**config.mk**
```make
export PLATFORM = sky130hd
export DESIGN_NAME = fifo_rd_ctrl
export DESIGN_NICKNAME = d
export VERILOG_FILES = /design/src/rtl/fifo_rd_ctrl.sv
export SDC_FILE = /design/constraint.sdc
export NUM_CORES = 1
export LEC_CHECK = 0
export ABC_AREA = 1
export ABC_CLOCK_PERIOD_IN_PS = 3000
export CAP_MARGIN = 25
export CELL_PAD_IN_SITES_DETAIL_PLACEMENT = 1
export CELL_PAD_IN_SITES_GLOBAL_PLACEMENT = 2
export CORE_UTILIZATION = 28
export CTS_CLUSTER_DIAMETER = 30
export DETAILED_ROUTE_END_ITERATION = 7
export GPL_ROUTABILITY_DRIVEN = 0
export GPL_TIMING_DRIVEN = 0
export HOLD_SLACK_MARGIN = 0.02
export PLACE_DENSITY_LB_ADDON = 0.1
export SLEW_MARGIN = 20
export SYNTH_ARGS = -nofsm -noshare
export SYNTH_HDL_FRONTEND = slang
export SYNTH_SLANG_ARGS = --single-unit
```
**constraint.sdc**
```tcl
create_clock -name clk_i -period 3 [get_ports clk_i]
set_clock_uncertainty 0.05 [all_clocks]
set_input_delay 0.6 -clock clk_i [delete_from_list [all_inputs] [get_ports clk_i]]
set_output_delay 0.6 -clock clk_i [all_outputs]
set_load 0.05 [all_outputs]
```
**src/rtl/fifo_rd_ctrl.sv**
```systemverilog
// Read-side burst engine: drains len_i words from a 1-cycle-latency fifo into a
// 2-entry skid buffer that feeds a valid/ready stream at up to one word per cycle.
module fifo_rd_ctrl #(
  parameter int WIDTH     = 8,
  parameter int LEN_WIDTH = 5
) (
  input  logic                 clk_i,
  input  logic                 rst_i,
  input  logic                 start_i,
  input  logic [LEN_WIDTH-1:0] len_i,
  output logic                 busy_o,
  output logic                 done_o,
  output logic [LEN_WIDTH-1:0] remain_o,
  output logic                 err_o,
  output logic                 fifo_rd_en_o,
  input  logic [WIDTH-1:0]     fifo_rdata_i,
  input  logic                 fifo_empty_i,
  input  logic                 fifo_underflow_i,
  output logic                 m_valid_o,
  output logic [WIDTH-1:0]     m_data_o,
  input  logic                 m_ready_i
);

  // state | meaning
  // IDLE  | waiting for start_i
  // RUN   | issuing fifo reads until remain hits 0
  // FLUSH | last read issued; draining in-flight word and buffer
  // DONE  | one-cycle done_o pulse
  typedef enum logic [1:0] {IDLE, RUN, FLUSH, DONE} state_t;

  state_t               state_q, state_d;
  logic [LEN_WIDTH-1:0] remain_q, remain_d;
  logic                 err_q, err_d;
  logic                 infl_q;
  logic [1:0]           occ_q, occ_d;
  logic [WIDTH-1:0]     buf0_q, buf0_d, buf1_q, buf1_d;
  logic                 pop;
  logic [2:0]           level;

  assign pop       = m_valid_o && m_ready_i;
  // Occupancy the buffer will have once the in-flight word lands and any pop retires.
  assign level     = {1'b0, occ_q} + {2'b00, infl_q} - {2'b00, pop};
  assign m_valid_o = (occ_q != 2'd0);
  assign m_data_o  = buf0_q;
  assign remain_o  = remain_q;
  assign err_o     = err_q;

  assign fifo_rd_en_o = (state_q == RUN) && !fifo_empty_i &&
                        (remain_q != '0) && (level < 3'd2);

  always_comb begin
    state_d  = state_q;
    remain_d = remain_q;
    err_d    = err_q;
    busy_o   = 1'b0;
    done_o   = 1'b0;
    case (state_q)
      IDLE: begin
        if (start_i) begin
          err_d    = 1'b0;
          remain_d = len_i;
          state_d  = (len_i != '0) ? RUN : DONE;
        end
      end
      RUN: begin
        busy_o = 1'b1;
        if (fifo_rd_en_o) remain_d = remain_q - 1'b1;
        if (remain_q == '0 || (fifo_rd_en_o && remain_q == LEN_WIDTH'(1)))
          state_d = FLUSH;
      end
      FLUSH: begin
        busy_o = 1'b1;
        if (!infl_q && occ_q == 2'd0) state_d = DONE;
      end
      DONE: begin
        done_o  = 1'b1;
        state_d = IDLE;
      end
      default: state_d = IDLE;
    endcase
    if (fifo_underflow_i) err_d = 1'b1;
  end

  // buf0 is the head; a landing word goes to the first free slot.
  always_comb begin
    buf0_d = buf0_q;
    buf1_d = buf1_q;
    occ_d  = occ_q;
    case ({infl_q, pop})
      2'b10: begin
        if (occ_q == 2'd0) buf0_d = fifo_rdata_i;
        else               buf1_d = fifo_rdata_i;
        occ_d = occ_q + 2'd1;
      end
      2'b01: begin
        buf0_d = buf1_q;
        occ_d  = occ_q - 2'd1;
      end
      2'b11: begin
        if (occ_q == 2'd1) begin
          buf0_d = fifo_rdata_i;
        end else begin
          buf0_d = buf1_q;
          buf1_d = fifo_rdata_i;
        end
      end
      default: ;
    endcase
  end

  always_ff @(posedge clk_i or negedge rst_i) begin
    if (!rst_i) begin
      state_q  <= IDLE;
      remain_q <= '0;
      err_q    <= 1'b0;
      infl_q   <= 1'b0;
      occ_q    <= 2'd0;
      buf0_q   <= '0;
      buf1_q   <= '0;
    end else begin
      state_q  <= state_d;
      remain_q <= remain_d;
      err_q    <= err_d;
      infl_q   <= fifo_rd_en_o;
      occ_q    <= occ_d;
      buf0_q   <= buf0_d;
      buf1_q   <= buf1_d;
    end
  end

endmodule

```
==> implementation parameters, run 1 <==
Parameter                              Value

Power
  Share of power burned in registers    0.256
  Net load switching power    around 1300 µW
  Switching Share    0.5021
  Combinational Power Share    0.664
  Cell area power density    1200 nW/µm²
  Internal    around 1300 µW
  Relative contribution of the clock network to total power    0.080
  Final Power    2630 µW
  Leakage power total    0.001017 µW
  VDD IR-drop max    0.4198 mV

Worst setup path
  Startpoint type of the worst setup path    flip-flop
  Crit path buf inv count    5
  Worst setup slack for register-to-register paths    ~0.52 ns
  Delay of the slowest critical-path stage    roughly 0.57 ns
  Data required time at the worst endpoint    2.35 ns
  FF-to-FF End    remain_o[4]
  Cells traversed along the worst timing path    inv_2 > ha_4 > inv_6 > nand2_8 > nor2_4 > buf_4 > fa_2 > nand3_2 > nor2_2 > nand2_2 > clkinvlp_4 > buf_8
  RR Startpoint    occ_q[1]
  Class of the most critical setup path    reg -> out
  Depth of the most critical reg-to-reg path    15
  Critical Path Slowest Stage Cell    sky130_fd_sc_hd__fa_2
  Top delay family on crit path    adder cells
  Peak fanout along the critical path    4
  Worst Setup End Kind    output port
  Worst EP arrival    between 2 and 2.5 ns

STA
  Total count of max-transition violations in the final report    0
  Highest attainable clock frequency    around 0.33 GHz
  Share of the clock period used by the worst path    1.002
  Final Worst Setup Slack    -0.006442 ns
  Worst Tran Pin Value    0.6480 ns
  Number of hold violations in the final report    0
  Min Tclk post-route    roughly 3 ns
  Setup TNS after final layout    -0.006442 ns
  Setup violators final    1
  Unrepaired setup endpoints after global routing    yes
  Min Hold Slack    slightly below 0.3 ns
  Worst rel slew slack    0.5680

Detailed routing
  DRT Wirelength    4158 µm
  Number of antenna-violating nets in the routed design    0
  First DRT Iteration DRCs    36
  Vias per Instance    roughly 4.6
  First drt pass iteration count    4
  Per-cell routed wire length    roughly 14 µm
  Total via count in the routed design    about 1,400
  DR DRC count    0

Cells and area
  Area grow syn2layout    42.32%
  Nets    265
  Layout cell share with drive strength beyond 1    0.2085
  Non-filler instance count after layout    305
  Number of fillers in the final layout    approximately 630
  Reg area    a little under 700 µm²
  Combined area of the multi-input logic cells    832.0 µm²
  Antenna diode instance count    0

Clock network
  Total of hold buffers inserted after clock tree synthesis    0
  CTS buffer count    3
  Number of buffers on the longest clock path    2
  Cell at the root of the clock tree    sky130_fd_sc_hd__clkbuf_8
  Htree depth    1
  CTS sink count    27
  Clock slew at reported path FFs    around 0.1 ns
  Clock tree from TritonCTS    built
  Clock latency at the later pin of the worst-skew pair    about 0.27 ns

Synthesis
  Average size of a mapped cell    ~8.4 µm²
  Count of yosys warnings during synthesis    0
  Async SR Flop Fraction    1.000
  Top cells by count, synth    sky130_fd_sc_hd__nand2_1 (53), sky130_fd_sc_hd__dfrtp_1 (27), sky130_fd_sc_hd__nand3_1 (22)
  Area leader, netlist    sky130_fd_sc_hd__dfrtp_1
  Share of the synthesized area in the top cell type    0.4387
  Synthesized instance count    183
  Post-synthesis cell area    roughly 1500 µm²
  Portion of the post-synthesis area used by sequential elements    0.4387
  Number of enable-type register cells in the synthesized netlist    0
  FF+latch count, synth    27
  Top cells by area in the synthesized netlist    sky130_fd_sc_hd__dfrtp_1 (44%), sky130_fd_sc_hd__nand2_1 (13%), sky130_fd_sc_hd__ha_1 (7.3%), sky130_fd_sc_hd__nand3_1 (7.1%), sky130_fd_sc_hd__mux2_2 (6.6%)
  Synth Flop Type    sky130_fd_sc_hd__dfrtp_1
  Net count of the mapped netlist    212
  Distinct cell type count after synthesis    21
  Most repeated cell in the gate-level netlist after synthesis    sky130_fd_sc_hd__nand2_1

Placement
  Worst slack at placement    -0.9767 ns
  Number of buffers added on ports    36
  Placed cell count    a little under 300
  Placed wire-length estimate after detailed placement    ~3000 µm

Global routing
  Final global-route overflow total    0
  Number of antenna violations at the first check in global routing    0
  Number of global-route vias before repair    around 1,500
  Largest net degree at the start of global routing    28
  Global-route wire length before repair    approximately 7000 µm
  Global Route Usage Sum    0.1503

Die
  Die boundary width    approximately 76 µm
  I/O pins    37
  Die H    about 76 µm
  Starting Density    0.2959
  Core Box Area    ~5200 µm²
  FP Rows    26
  Die Outline Area    about 5800 µm²

Flow run
  Max Cap Violations    0

Run status
  Result of the run    finished with violations
  Violated checks    negative setup slack

Min path
  Path category of the worst min-delay check    in -> async
[cells in the final DEF, fill, tap and decap left out, types with 4 or more instances in the layout]
master | synthesis | final
sky130_fd_sc_hd__a31oi_1 | 8 | 8
sky130_fd_sc_hd__buf_4 | 0 | 13
sky130_fd_sc_hd__clkdlybuf4s50_1 | 0 | 33
sky130_fd_sc_hd__dfrtp_1 | 27 | 27
sky130_fd_sc_hd__ha_1 | 9 | 8
sky130_fd_sc_hd__inv_1 | 14 | 11
sky130_fd_sc_hd__mux2_2 | 9 | 9
sky130_fd_sc_hd__nand2_1 | 53 | 52
sky130_fd_sc_hd__nand3_1 | 22 | 21
sky130_fd_sc_hd__nor2_1 | 18 | 15
sky130_fd_sc_hd__o21ai_0 | 5 | 4
[area by class of cell]
class / instances / area share
inverters: 18 / 0.03824
multi-input cells: 136 / 0.3796
plain buffers: 1 / 0.005137
well taps: 70 / 0.03995
flip-flops and latches: 27 / 0.3082
clock buffers: 4 / 0.02055
repair buffers: 49 / 0.2083
[worst max path at each step]
stage                         endpoint  startpoint  cells past startpoint
after floorplan           fifo_rd_en_o    occ_q[1]                     13
after global placement    fifo_rd_en_o   m_ready_i                     12
after detailed placement  fifo_rd_en_o   m_ready_i                     12
after CTS                 fifo_rd_en_o    occ_q[0]                     12
after global routing      fifo_rd_en_o    occ_q[1]                     12
final                     fifo_rd_en_o    occ_q[1]                     12
[power by group through the flow]
stage	registers, µW	clock network (µW)	logic [µW]
2_1_floorplan	973	0	794
3_5_place_dp	688	0	1550
5_1_grt	699	235	1900
3_3_place_gp	674	0	1520
6_report	672	211	1750
4_1_cts	672	225	1700
[through the flow]
stage	cell area, µm²	utilization
6_report	2192	0.4212
5_1_grt	2192	0.4212
4_1_cts	2147	0.4125
3_5_place_dp	1989	0.3822
3_3_place_gp	1994	0.3832
2_1_floorplan	1546	-
[per-layer routing]
layer,share of wire,up-vias,track usage,wire [µm]
li1,-,697,-,-
met1,0.43,680,0.1649,1776
met4,0.0060,0,0.03462,25
met2,0.53,26,0.3009,2215
met5,0,-,0,0
met3,0.034,2,0.02036,140
[state kept, by name, summed over array words and instances (netlist names)]
signal,flops
buf1_q,8
remain_o,5
infl_q,1
state_q,2
err_o,1
m_data_o,8
occ_q,2
[cell families (layout without fill, tap and decap cells)]
group / after synthesis / in the layout / share of synthesized area
flip-flops: 27 / 27 / 0.4387
adder cells (fa/ha/maj): 10 / 10 / 0.08611
XOR/XNOR: 1 / 1 / 0.005687
AND/OR/NAND/NOR: 99 / 99 / 0.2746
multiplexers: 9 / 9 / 0.06580
AO/OA/AOI/OAI: 17 / 17 / 0.07068
buffers and inverters: 20 / 72 / 0.05848
[what timing repair did]
item,4_1_cts,5_1_grt
buffers inserted,8,5
gates resized for setup,27,2
pin swaps,6,3
setup endpoints to repair,1,1
[worst register-to-register path: cells and delay by family, from the launching register on]
| kind | cells | cell delay [ns] |
|---|---|---|
| flip-flops | 1 | 0.41 |
| buffers and inverters | 4 | 0.42 |
| AND/OR/NAND/NOR | 9 | 0.76 |
| adder cells (fa/ha/maj) | 2 | 0.73 |
Note: power is estimated with default switching activity, not from simulation.
==> run 2, diff against run 1 <==
- SKIP_CTS_REPAIR_TIMING: unset -> 1
==> run 2 against run 1 <==
The run still ends with negative setup slack left. Register-to-register slack lost 0.05 ns. Core utilization up 0.17 points. First-iteration DRC count increased by 17%. Hold slack better by 0.0031 ns. Sequential cell count is the same. Via count is 0.28% higher. Sequential power about the same. Largest cell class unchanged. Global-route usage shrank 0.64 points. Worst setup slack lost 0.056 ns. Combinational power hardly changed.
==> implementation parameters, run 2 (synthesized netlist as in run 1, its figures left out) <==
Parameter                              Value

Worst setup path
  Worst Setup End Kind    output port
  Startpoint type of the worst setup path    flip-flop
  Class of the most critical setup path    reg -> out
  Peak fanout along the critical path    4 (unchanged)
  Worst EP arrival    2.41 ns (+0.05 ns)
  Data required time at the worst endpoint    2.35 ns (about the same)

Cells and area
  Antenna diode instance count    0 (unchanged)
  Number of fillers in the final layout    615 (-1.9%)
  Reg area    675.6 µm² (unchanged)
  Non-filler instance count after layout    304 (-0.33%)
  Combined area of the multi-input logic cells    837.1 µm² (+0.60%)
  Core utilization of the finished layout    0.4228 (+0.001683)
  Nets    264 (-0.38%)
  Leading cell types in the layout, fill and taps excluded    sky130_fd_sc_hd__nand2_1 (52), sky130_fd_sc_hd__clkdlybuf4s50_1 (33), sky130_fd_sc_hd__dfrtp_1 (27)
  Post-layout instance area    2201 µm² (+0.40%)
  Area grow syn2layout    42.89%
  Commonest non-fill, non-tap cell in the layout    sky130_fd_sc_hd__nand2_1
  Layout cell share with drive strength beyond 1    0.2051 (-0.003382)

Placement
  Number of buffers added on ports    36 (unchanged)
  Area post-placement    1989 µm² (unchanged)
  Placed wire-length estimate after detailed placement    3037 µm (unchanged)
  Placed cell count    289 (unchanged)

Flow run
  Max Cap Violations    0 (unchanged)

Detailed routing
  Total via count in the routed design    1,409 (+0.28%)
  DR DRC count    0 (unchanged)
  DRT Wirelength    4181 µm (+0.55%)
  Vias per Instance    4.635 (+0.61%)
  First drt pass iteration count    4 (unchanged)
  Per-cell routed wire length    13.75 µm (+0.88%)
  Number of antenna-violating nets in the routed design    0 (unchanged)
  First DRT Iteration DRCs    42 (+17%)

Global routing
  Final global-route overflow total    0 (unchanged)
  Global-route wire length before repair    6727 µm (-4.1%)
  Met1 Use GR    0.1628 (-0.002127)
  Number of global-route vias before repair    1,464 (-4.6%)
  GR peak layer    met2
  GR Layer Usage met3    0.02036 (unchanged)
  Global Route Usage Sum    0.1439 (-0.006375)
  Number of antenna violations at the first check in global routing    0 (unchanged)
  Largest net degree at the start of global routing    28 (unchanged)
  Met2 usage in global routing    0.2809 (-0.02000)

Die
  Die Outline Area    5801 µm² (unchanged)
  Die H    76.17 µm (unchanged)
  I/O pins    37 (unchanged)
  Die boundary width    76.17 µm (unchanged)
  Starting Density    0.2959 (unchanged)
  FP Rows    26 (unchanged)
  Core Box Area    5205 µm² (unchanged)

Run status
  Violated checks    negative setup slack
  Result of the run    finished with violations

Clock network
  Clock slew at reported path FFs    0.10 ns (about the same)
  Htree depth    1 (unchanged)
  CTS buffer count    3 (unchanged)
  Clock latency at the later pin of the worst-skew pair    0.27 ns (about the same)
  Number of buffers on the longest clock path    2 (unchanged)
  Cell at the root of the clock tree    sky130_fd_sc_hd__clkbuf_8
  CTS sink count    27 (unchanged)
  Clock tree from TritonCTS    built

Power
  Combinational Power Share    0.663 (about the same)
  Relative contribution of the clock network to total power    0.080 (about the same)
  Leakage power total    0.001024 µW (+0.65%)
  Final Power    2631 µW (about the same)
  Internal    1302 µW (-0.59%)
  VDD IR-drop max    0.4198 mV (about the same)
  Share of power burned in registers    0.257 (about the same)
  Net load switching power    1330 µW (+0.70%)
  Switching Share    0.5054 (+0.003242)
  Cell area power density    1196 nW/µm² (-0.34%)

STA
  Number of hold violations in the final report    0 (unchanged)
  Unrepaired setup endpoints after global routing    yes
  Share of the clock period used by the worst path    1.021 (+0.01855)
  Worst Tran Pin Value    0.6550 ns (+0.006927 ns)
  Worst rel slew slack    0.5634 (-0.004619)
  Final Worst Setup Slack    -0.06210 ns (-0.05566 ns)
  Highest attainable clock frequency    0.3266 GHz (-1.8%)
  Min Hold Slack    0.2995 ns (+0.003071 ns)
  Setup violators final    1 (unchanged)
  Total count of max-transition violations in the final report    0 (unchanged)
  Min Tclk post-route    3.062 ns (+0.05566 ns)

Min path
  Path category of the worst min-delay check    in -> async
==> run 2: cell count changes in the layout (fill, tap and decap cells not counted) <==
cell,previous run,this run
sky130_fd_sc_hd__buf_4,13,12
sky130_fd_sc_hd__clkinv_8,0,1
sky130_fd_sc_hd__dlygate4sd2_1,1,0
sky130_fd_sc_hd__dlymetal6s2s_1,0,1
sky130_fd_sc_hd__inv_6,1,0
sky130_fd_sc_hd__nor2_2,1,0
sky130_fd_sc_hd__nor2_4,2,3
==> run 2: cell type report <==
cell class              count  area share
multi-input cells         136      0.3803
inverters                  18     0.04150
well taps                  70     0.03980
flip-flops and latches     27      0.3070
plain buffers               1    0.005117
repair buffers             48      0.2058
clock buffers               4     0.02047
==> run 2: stage by stage <==
step,worst slack [ns],setup TNS (ns)
2_1_floorplan,0.03807,0
3_3_place_gp,-0.9671,-0.9671
3_5_place_dp,-0.9767,-0.9767
4_1_cts,-1.070,-1.070
5_1_grt,-0.1831,-0.1831
6_report,-0.06210,-0.06210
==> run 2: power groups by stage <==
stage                     registers, µW  logic (µW)  clock network [µW]
after floorplan                     973         794                   0
after global placement              674        1520                   0
after detailed placement            688        1550                   0
after CTS                           679        1560                 225
after global routing                704        1900                 235
final                               675        1740                 212
==> run 2: routing by layer <==
metal | vias to the layer above | part of all wire
met3 | 2 | 0.033
li1 | 697 | -
met4 | 0 | 0.0060
met5 | - | 0
met1 | 684 | 0.43
met2 | 26 | 0.53
==> run 2: path summary, 6_finish.rpt <==
| check | startpoint | end | slack (ns) | cells past startpoint |
|---|---|---|---|---|
| worst max-delay path | occ_q[0] | fifo_rd_en_o | -0.06 | 13 |
| worst min-delay path | rst_i | m_data_o[1] | 0.30 | 1 |
| worst max register to register | occ_q[0] | remain_o[4] | 0.47 | 16 |
| worst min register to register | err_o | err_o | 0.46 | 1 |
| max in group asynchronous | rst_i | buf1_q[3] | 2.18 | 1 |
| min in group clk_i | err_o | err_o | 0.46 | 1 |
==> run 2: worst max-delay path, cell delays in order (launching register included) <==
cell and delay [ns]:
sky130_fd_sc_hd__dfrtp_1 0.43, sky130_fd_sc_hd__inv_2 0.12, sky130_fd_sc_hd__ha_4 0.18, sky130_fd_sc_hd__inv_8 0.05, sky130_fd_sc_hd__nand2_8 0.09, sky130_fd_sc_hd__clkinv_8 0.06, sky130_fd_sc_hd__nor2_4 0.07, sky130_fd_sc_hd__o21ai_2 0.07
sky130_fd_sc_hd__fa_2 0.58, sky130_fd_sc_hd__nand3_2 0.08, sky130_fd_sc_hd__nor2_4 0.11, sky130_fd_sc_hd__nand2_2 0.08, sky130_fd_sc_hd__clkinvlp_4 0.09, sky130_fd_sc_hd__buf_8 0.14
==> run 3, diff against run 2 <==
- CTS_CLUSTER_DIAMETER: 30 -> 40
- GPL_TIMING_DRIVEN: 0 -> unset
- RECOVER_POWER: unset -> 25
==> run 3 against run 2 <==
The run ends with max-capacitance violations, max-slew violations, negative setup slack left. Core utilization shrank 0.46 points. Hold slack better by 0.15 ns. Clock power barely moved. Final cell count is 0.33% higher. Register-to-register slack worse by 0.02 ns. Total power is 1.6% lower. Non-clock buffer count is 1 higher. Maximum frequency shrank 0.11%. Wire length down 2.6%. Global-route usage rose by 0.48 points. First-iteration DRC count rose by 17%. Worst setup slack got worse by 0.0033 ns.
==> implementation parameters, run 3 (synthesized netlist as in run 1, its figures left out) <==
Parameter                              Value

Detailed routing
  Per-cell routed wire length    13.35 µm (-2.9%)
  DRT Wirelength    4073 µm (-2.6%)
  Number of antenna-violating nets in the routed design    0 (unchanged)
  Total via count in the routed design    1,386 (-1.6%)
  Vias per Instance    4.544 (-2.0%)
  First DRT Iteration DRCs    49 (+17%)
  DR DRC count    0 (unchanged)
  First drt pass iteration count    3 (-1)

Power
  Final Power    2590 µW (-1.6%)
  Leakage power total    0.001023 µW (-0.11%)
  Cell area power density    1190 nW/µm² (-0.50%)
  VDD IR-drop max    0.5237 mV (+25%)

Worst setup path
  Top delay family on crit path    adder cells
  Worst setup slack for register-to-register paths    0.45 ns (-0.02 ns)
  Data required time at the worst endpoint    2.35 ns (about the same)
  Delay of the slowest critical-path stage    0.52 ns (-0.06 ns)
  Critical Path Slowest Stage Cell    sky130_fd_sc_hd__fa_1
  Crit path buf inv count    5 (unchanged)
  Peak fanout along the critical path    4 (unchanged)
  Worst EP arrival    2.42 ns (about the same)
  Worst Setup End Kind    output port
  Startpoint type of the worst setup path    flip-flop
  Class of the most critical setup path    reg -> out
  Cells traversed along the worst timing path    inv_2 > ha_4 > inv_6 > nand2_4 > inv_4 > nor2_4 > o21ai_2 > fa_1 > nand3_1 > nor2_2 > nand2_2 > clkinvlp_4 > buf_12

Cells and area
  Number of fillers in the final layout    620 (+0.81%)
  Nets    265 (+0.38%)
  Reg area    675.6 µm² (unchanged)
  Commonest non-fill, non-tap cell in the layout    sky130_fd_sc_hd__nand2_1
  Antenna diode instance count    0 (unchanged)
  Post-layout instance area    2177 µm² (-1.1%)
  Non-filler instance count after layout    305 (+0.33%)
  Layout cell share with drive strength beyond 1    0.1915 (-0.01364)
  Area grow syn2layout    41.35%
  Leading cell types in the layout, fill and taps excluded    sky130_fd_sc_hd__nand2_1 (52), sky130_fd_sc_hd__clkdlybuf4s50_1 (33), sky130_fd_sc_hd__dfrtp_1 (27)
  Combined area of the multi-input logic cells    815.8 µm² (-2.5%)

Clock network
  CTS buffer count    3 (unchanged)
  Clock tree from TritonCTS    built
  Clock slew at reported path FFs    0.10 ns (about the same)
  Cell at the root of the clock tree    sky130_fd_sc_hd__clkbuf_8
  Clock latency at the later pin of the worst-skew pair    0.27 ns (about the same)
  Htree depth    1 (unchanged)
  CTS sink count    27 (unchanged)
  Number of buffers on the longest clock path    2 (unchanged)

Die
  FP Rows    26 (unchanged)
  Die H    76.17 µm (unchanged)
  Core Box Area    5205 µm² (unchanged)
  Die Outline Area    5801 µm² (unchanged)
  I/O pins    37 (unchanged)
  Starting Density    0.2959 (unchanged)
  Die boundary width    76.17 µm (unchanged)

Global routing
  GR peak layer    met2
  Largest net degree at the start of global routing    28 (unchanged)
  Number of antenna violations at the first check in global routing    0 (unchanged)
  Met2 usage in global routing    0.2736 (-0.007273)
  Final global-route overflow total    0 (unchanged)
  Number of global-route vias before repair    1,387 (-5.3%)
  Global Route Usage Sum    0.1487 (+0.004760)
  Met1 Use GR    0.1811 (+0.01835)
  GR Layer Usage met3    0.02275 (+0.002395)
  Global-route wire length before repair    6851 µm (+1.8%)

Flow run
  Max Cap Violations    1 (+1)

STA
  Total count of max-transition violations in the final report    6 (+6)
  Min Tclk post-route    3.065 ns (+0.003328 ns)
  Final Worst Setup Slack    -0.06543 ns (-0.003327 ns)
  Setup violators final    1 (unchanged)
  Setup TNS after final layout    -0.06543 ns (-0.003327 ns)
  Number of hold violations in the final report    0 (unchanged)
  Worst rel slew slack    -0.00001910 (-0.5634)
  Unrepaired setup endpoints after global routing    yes
  Share of the clock period used by the worst path    1.022 (+0.001109)
  Highest attainable clock frequency    0.3262 GHz (-0.11%)
  Worst Tran Pin Value    1.500 ns (+0.8451 ns)

Placement
  Number of buffers added on ports    36 (unchanged)
  Placed wire-length estimate after detailed placement    3030 µm (-0.26%)
  Area post-placement    2027 µm² (+1.9%)
  Worst slack at placement    -0.1677 ns (+0.8089 ns)
  Placed cell count    293 (+1.4%)

Run status
  Violated checks    max-capacitance violations, max-slew violations, negative setup slack
  Result of the run    finished with violations

Min path
  Path category of the worst min-delay check    reg -> reg
==> run 3: changes by cell type in the layout (fill, tap and decap cells not counted), sizes merged <==
| cell | before | now |
|---|---|---|
| clkinv | 2 | 1 |
| clkbuf | 4 | 5 |
| buf | 15 | 14 |
| dlygate4sd3 | 0 | 1 |
| inv | 15 | 16 |
==> run 3: power breakdown <==
part / internal [µW] / total, µW / switching (µW)
logic: 647 / 1700 / 1050
clock network: 95.1 / 210 / 115
registers: 540 / 678 / 138
total: 1280 / 2590 / 1310
==> run 3: per-layer routing <==
| metal | routed length [µm] | vias to the layer above |
|---|---|---|
| li1 | - | 702 |
| met1 | 1850 | 658 |
| met2 | 2067 | 24 |
| met3 | 131 | 2 |
| met4 | 24 | 0 |
| met5 | 0 | - |
==> run 3: worst paths after layout <==
| kind | startpoint | end | depth (start not counted) |
|---|---|---|---|
| worst min-delay path | err_o | err_o | 1 |
| worst max register to register | occ_q[1] | remain_o[2] | 16 |
| max in group asynchronous | rst_i | buf1_q[3] | 2 |
| min in group asynchronous | rst_i | m_data_o[4] | 2 |
| worst max-delay path | occ_q[1] | fifo_rd_en_o | 13 |
| worst min register to register | err_o | err_o | 1 |
==> run 3: layout make-up <==
type,instances,share of cell area
multi-input combinational,136,0.3747
clock buffer,4,0.02069
tap,70,0.04023
timing repair buffer,50,0.2178
inverter,18,0.03621
sequential,27,0.3103
==> run 3: stage by stage <==
step	utilization	hold slack, ns
after global placement	0.3894	0.4150
final	0.4183	0.4532
after detailed placement	0.3894	0.4329
after CTS	0.3981	0.4623
after global routing	0.4183	0.4814
after floorplan	-	0.2544
==> run 3: worst register-to-register path, delay by kind of cell, from the launching register on <==
kind / cells / cell delay [ns]
fa+ha+maj: 2 / 0.69
compound gates: 1 / 0.07
simple gates: 9 / 0.84
flops: 1 / 0.44
buf+inv: 4 / 0.35
